### src/rtl/cdb_wb_arbiter.sv
// Write-back arbiter: selects one requester per cycle and registers it onto the CDB.
// Define CDB_ROUND_ROBIN_EN for round-robin arbitration; otherwise fixed priority (lowest index wins).
module cdb_wb_arbiter #(
  parameter int unsigned      NUM_REQ     = 4,
  parameter int unsigned      DATA_W      = 32,
  parameter int unsigned      REG_W       = 5,
  parameter int unsigned      TAG_W       = 4,
  parameter logic [TAG_W-1:0] TAG_INVALID = '0
) (
  input  logic                      clk,
  input  logic                      rst,
  input  logic                      flush,
  input  logic                      cdb_stall,
  input  logic [NUM_REQ-1:0]        req_valid,
  input  logic [NUM_REQ*DATA_W-1:0] req_data,
  input  logic [NUM_REQ*REG_W-1:0]  req_reg,
  input  logic [NUM_REQ*TAG_W-1:0]  req_tag,
  output logic [NUM_REQ-1:0]        req_ready,
  output logic                      cdb_valid,
  output logic [DATA_W-1:0]         wd,
  output logic [REG_W-1:0]          wr,
  output logic [TAG_W-1:0]          w_tag
);

  localparam int unsigned PTR_W = (NUM_REQ > 1) ? $clog2(NUM_REQ) : 1;

  logic              blocked;
  logic              gnt_any;
  logic [PTR_W-1:0]  gnt_idx;
  logic [DATA_W-1:0] sel_data;
  logic [REG_W-1:0]  sel_reg;
  logic [TAG_W-1:0]  sel_tag;

  logic              vld_q,  vld_d;
  logic [DATA_W-1:0] data_q, data_d;
  logic [REG_W-1:0]  reg_q,  reg_d;
  logic [TAG_W-1:0]  tag_q,  tag_d;

  assign blocked = rst | flush | cdb_stall;

`ifdef CDB_ROUND_ROBIN_EN
  logic [PTR_W-1:0] ptr_q, ptr_d;

  // Scan starts one past the last winner and wraps, so the last winner has lowest priority.
  always_comb begin
    int unsigned idx;
    idx     = 0;
    gnt_any = 1'b0;
    gnt_idx = '0;
    if (!blocked) begin
      for (int unsigned off = 1; off <= NUM_REQ; off++) begin
        idx = (32'(ptr_q) + off) % NUM_REQ;
        if (!gnt_any && req_valid[idx]) begin
          gnt_any = 1'b1;
          gnt_idx = PTR_W'(idx);
        end
      end
    end
  end
`else
  always_comb begin
    gnt_any = 1'b0;
    gnt_idx = '0;
    if (!blocked) begin
      for (int unsigned i = 0; i < NUM_REQ; i++) begin
        if (!gnt_any && req_valid[i]) begin
          gnt_any = 1'b1;
          gnt_idx = PTR_W'(i);
        end
      end
    end
  end
`endif

  always_comb begin
    req_ready = '0;
    if (gnt_any) req_ready[gnt_idx] = 1'b1;
  end

  always_comb begin
    sel_data = '0;
    sel_reg  = '0;
    sel_tag  = '0;
    for (int unsigned i = 0; i < NUM_REQ; i++) begin
      if (gnt_idx == PTR_W'(i)) begin
        sel_data = req_data[i*DATA_W +: DATA_W];
        sel_reg  = req_reg[i*REG_W +: REG_W];
        sel_tag  = req_tag[i*TAG_W +: TAG_W];
      end
    end
  end

  // flush outranks stall; a stall freezes the beat and the pointer.
  always_comb begin
    vld_d  = vld_q;
    data_d = data_q;
    reg_d  = reg_q;
    tag_d  = tag_q;
`ifdef CDB_ROUND_ROBIN_EN
    ptr_d  = ptr_q;
`endif
    if (flush) begin
      vld_d = 1'b0;
      tag_d = TAG_INVALID;
    end else if (cdb_stall) begin
      vld_d = vld_q;
    end else if (gnt_any) begin
      vld_d  = 1'b1;
      data_d = sel_data;
      reg_d  = sel_reg;
      tag_d  = sel_tag;
`ifdef CDB_ROUND_ROBIN_EN
      ptr_d  = gnt_idx;
`endif
    end else begin
      vld_d = 1'b0;
      tag_d = TAG_INVALID;
    end
  end

  always_ff @(posedge clk or posedge rst) begin
    if (rst) begin
      vld_q  <= 1'b0;
      data_q <= '0;
      reg_q  <= '0;
      tag_q  <= TAG_INVALID;
`ifdef CDB_ROUND_ROBIN_EN
      ptr_q  <= PTR_W'(NUM_REQ - 1);
`endif
    end else begin
      vld_q  <= vld_d;
      data_q <= data_d;
      reg_q  <= reg_d;
      tag_q  <= tag_d;
`ifdef CDB_ROUND_ROBIN_EN
      ptr_q  <= ptr_d;
`endif
    end
  end

  assign cdb_valid = vld_q;
  assign wd        = data_q;
  assign wr        = reg_q;
  assign w_tag     = tag_q;

endmodule

### config.mk
export PLATFORM = sky130hd
export DESIGN_NAME = cdb_wb_arbiter
export DESIGN_NICKNAME = d
export VERILOG_FILES = /design/src/rtl/cdb_wb_arbiter.sv
export SDC_FILE = /design/constraint.sdc
export NUM_CORES = 1
export LEC_CHECK = 0
export ABC_AREA = 0
export BUFFER_PORTS_ARGS = -buffer_cell sky130_fd_sc_hd__buf_2
export CAP_MARGIN = 20
export CORE_MARGIN = 1.5
export CORE_UTILIZATION = 43
export CTS_CLUSTER_DIAMETER = 50
export DETAILED_ROUTE_END_ITERATION = 10
export HOLD_SLACK_MARGIN = 0.03
export PLACE_DENSITY_LB_ADDON = 0.25
export SYNTH_ARGS = -nofsm -noshare
export SYNTH_HDL_FRONTEND = slang
export SYNTH_SLANG_ARGS = --single-unit
### constraint.sdc
create_clock -name clk -period 2.06 [get_ports clk]
set_input_delay 0.206 -clock clk [delete_from_list [all_inputs] [get_ports clk]]
set_output_delay 0.206 -clock clk [all_outputs]
set_load 0.02 [all_outputs]
==> summary.md <==
| Metric | Value |
|---|---|
| Status | `completed` |
| WL/cell | `18.11 um` |
| Reg2Reg Setup Slack | `1210 ps` |
| Top post-synthesis cells by count | `a21oi_1 (63), dfrtp_1 (42), a221o_1 (38), nand2_1 (31), o21ai_0 (31)` |
| Number of clock sinks | `42` |
| Top post-synthesis cells by area | `dfrtp_1 (37%), a221o_1 (14%), a21oi_1 (11%), a2111oi_0 (7.8%), o21ai_0 (5.5%)` |
| Initial antenna violation count | `0` |
| GPL Wtd Cong | `0.8936` |
| Final WS setup | `479.1 ps` |
| I/O pin count | `218` |
| Fin crit share | `0.7674` |
| Reg2reg end | `wd[20]$_DFFE_PP0P_` |
| DRC | `0` |
| Layout Skew | `0 ps` |
| Max H-tree Level | `2` |
| Clock transition at path regs | `80 ps` |
| Primary FF master, synth | `dfrtp_1` |
| Pwr Total | `2.506 mW` |
| Max VDD drop | `0.3846 mV` |
| Iter 0 DRT Violations | `201` |
| Number of synthesis warnings | `0` |
| CTS Buffer Depth | `2` |
| Die area | `0.007042 mm^2` |
| Fin nets | `705` |
| Worst-path fanout max | `6` |
| Highest Clock Rate | `632.6 MHz` |
| CP endpoint kind | `output pin` |
| Share of layout cells above drive strength 1 | `0.4728` |
| Slew Limit Headroom | `0.4298` |
| Diodes inserted | `0` |
| Post-synthesis cell area | `0.002815 mm^2` |
| Post-synth EDFFs | `0` |
| Via count | `3756` |
| Via density | `6.157` |
| Die W | `83.92 um` |
| Overflow after GRT | `0` |
| P per Cell Area | `611.1 mW/mm^2` |
| Largest net degree at the start of global routing | `40` |
| Post-synth cell types | `33` |
| Syn Area/Cell | `8.689 um^2` |
| Setup_tns | `0 ps` |
| Multi-input combinational cell area | `0.001578 mm^2` |
| DRT Wirelength | `11050 um` |
| Slew of the pin with the lowest slew margin | `853.6 ps` |
| P&R area growth vs syn | `45.64%` |
| FF+latch area | `0.001051 mm^2` |
| Worst setup path category | `primary input to output pin` |
| Startpoint Class | `primary input` |
| CTS tree | `built` |
| # Max-Cap Violations | `0` |
| Vias in the first global route | `3721` |
| Fin. Hold Viols | `0` |
| Count leader, synth | `a21oi_1` |
| DP Worst Slack | `319.1 ps` |
| Fin. max-slew vios | `0` |
| Total GRT Usage | `0.3111` |
| Port Buffers | `217` |
| Minimum clock period | `1581 ps` |
| Fill cell count | `569` |
| Syn Nets | `496` |
| Number of setup buffers added after CTS | `0` |
| Global-route wire length before repair | `17730 um` |
| Seq/Total Area, Yosys | `0.3733` |
| Mapped Cells | `324` |
| HPWL Detailed | `8416 um` |
| RSZ-0062 raised after global routing | `no` |
| Path depth of the worst reg2reg path | `1` |
| Initial core utilization | `0.4433` |
| 1st-pass router iterations | `4` |
| Number of buffers created by CTS | `5` |
| Synth area leader | `dfrtp_1` |
| Die Ht | `83.92 um` |
| Site Rows | `29` |
| Worst EP required | `1850 ps` |
| Endpoints failing setup | `0` |
| Static Leak | `2.012 nW` |
| CTS Root Cell | `clkbuf_8` |
| Routed Antenna Nets | `0` |
| Post-synth top area share | `0.3733` |
| Clk Latency, worst-skew pair | `290 ps` |
| R2r startpoint | `wd[20]$_DFFE_PP0P_` |
| Number of synthesized register bits | `42` |
| CORE AREA | `0.006350 mm^2` |
| CP Data Arrival Time | `1370 ps` |
| Hold buffers post-CTS | `0` |
| Hold Path Class | `primary input to asynchronous set/reset pin` |
| Post-CTS resize count | `0` |
| Ys async rst share | `1.000` |
stage by stage:
stage	cell area [um^2]	hold WS, ps	utilization	cells
floorplan	2815	351.8	-	324
global placement	4024	356.9	0.6337	603
detailed placement	4024	362.9	0.6337	603
CTS	4100	45.54	0.6457	610
global route	4100	72.73	0.6457	610
finish	4100	32.71	0.6457	610
logic make-up (layout without fill, tap and decap cells):
group / count (synthesis) / count (layout) / share of synthesized area
compound gates: 188 / 188 / 0.4707
simple gates: 53 / 53 / 0.08756
buf+inv: 41 / 250 / 0.06844
flops: 42 / 42 / 0.3733
power breakdown:
part           total (mW)  internal, mW  leakage (nW)  switching [mW]
clock               0.502         0.234        0.0383           0.269
sequential           1.06         0.974         0.522          0.0871
combinational       0.942         0.420          1.45           0.522
sequential cells by signal, indices dropped and copies added (netlist names):
signal and cells:
cdb_valid 1, wd 32, w_tag 4, wr 5
layer usage:
metal | GRT usage | share of wire | wire, um | up-vias
li1 | - | - | - | 1711
met1 | 0.3850 | 0.38 | 4171 | 1760
met2 | 0.5506 | 0.51 | 5647 | 265
met3 | 0.05935 | 0.093 | 1026 | 20
met4 | 0.08793 | 0.018 | 201 | 0
met5 | 0 | 0 | 0 | -
worst max-delay path: stages:
cell and delay (ps):
buf_2 140, nor4_1 380, o21ai_0 280, nor2_1 180
buf_2 190
placed cells by master, fill, tap and decap left out, drive strengths merged, types with 4 or more instances in the layout:
master | netlist | final
a2111oi | 25 | 25
a21boi | 10 | 10
a21oi | 63 | 63
a221o | 38 | 38
a32oi | 9 | 9
buf | 20 | 241
clkbuf | 19 | 7
dfrtp | 42 | 42
nand2 | 31 | 31
nor2 | 7 | 7
nor2b | 4 | 4
o21ai | 32 | 32
area by class of cell:
cell class / count / share of cell area
Multi-Input combinational cell: 241 / 0.3848
Timing Repair Buffer: 241 / 0.3149
Sequential cell: 42 / 0.2563
Tap cell: 77 / 0.02350
Clock buffer: 7 / 0.01861
Inverter: 2 / 0.001831
worst max path at each step:
stage	startpoint	to	slack, ps	depth (start not counted)
after global placement	req_valid[1]	w_tag[1]$_DFFE_PP0P_	400	5
after global routing	req_valid[0]	req_ready[1]	360	5
final	req_valid[0]	req_ready[1]	480	5
after floorplan	rst	req_ready[0]	480	5
after CTS	req_valid[0]	req_ready[1]	510	5
after detailed placement	req_valid[1]	wd[20]$_DFFE_PP0P_	320	6
Power figures use the tool's default switching activity.
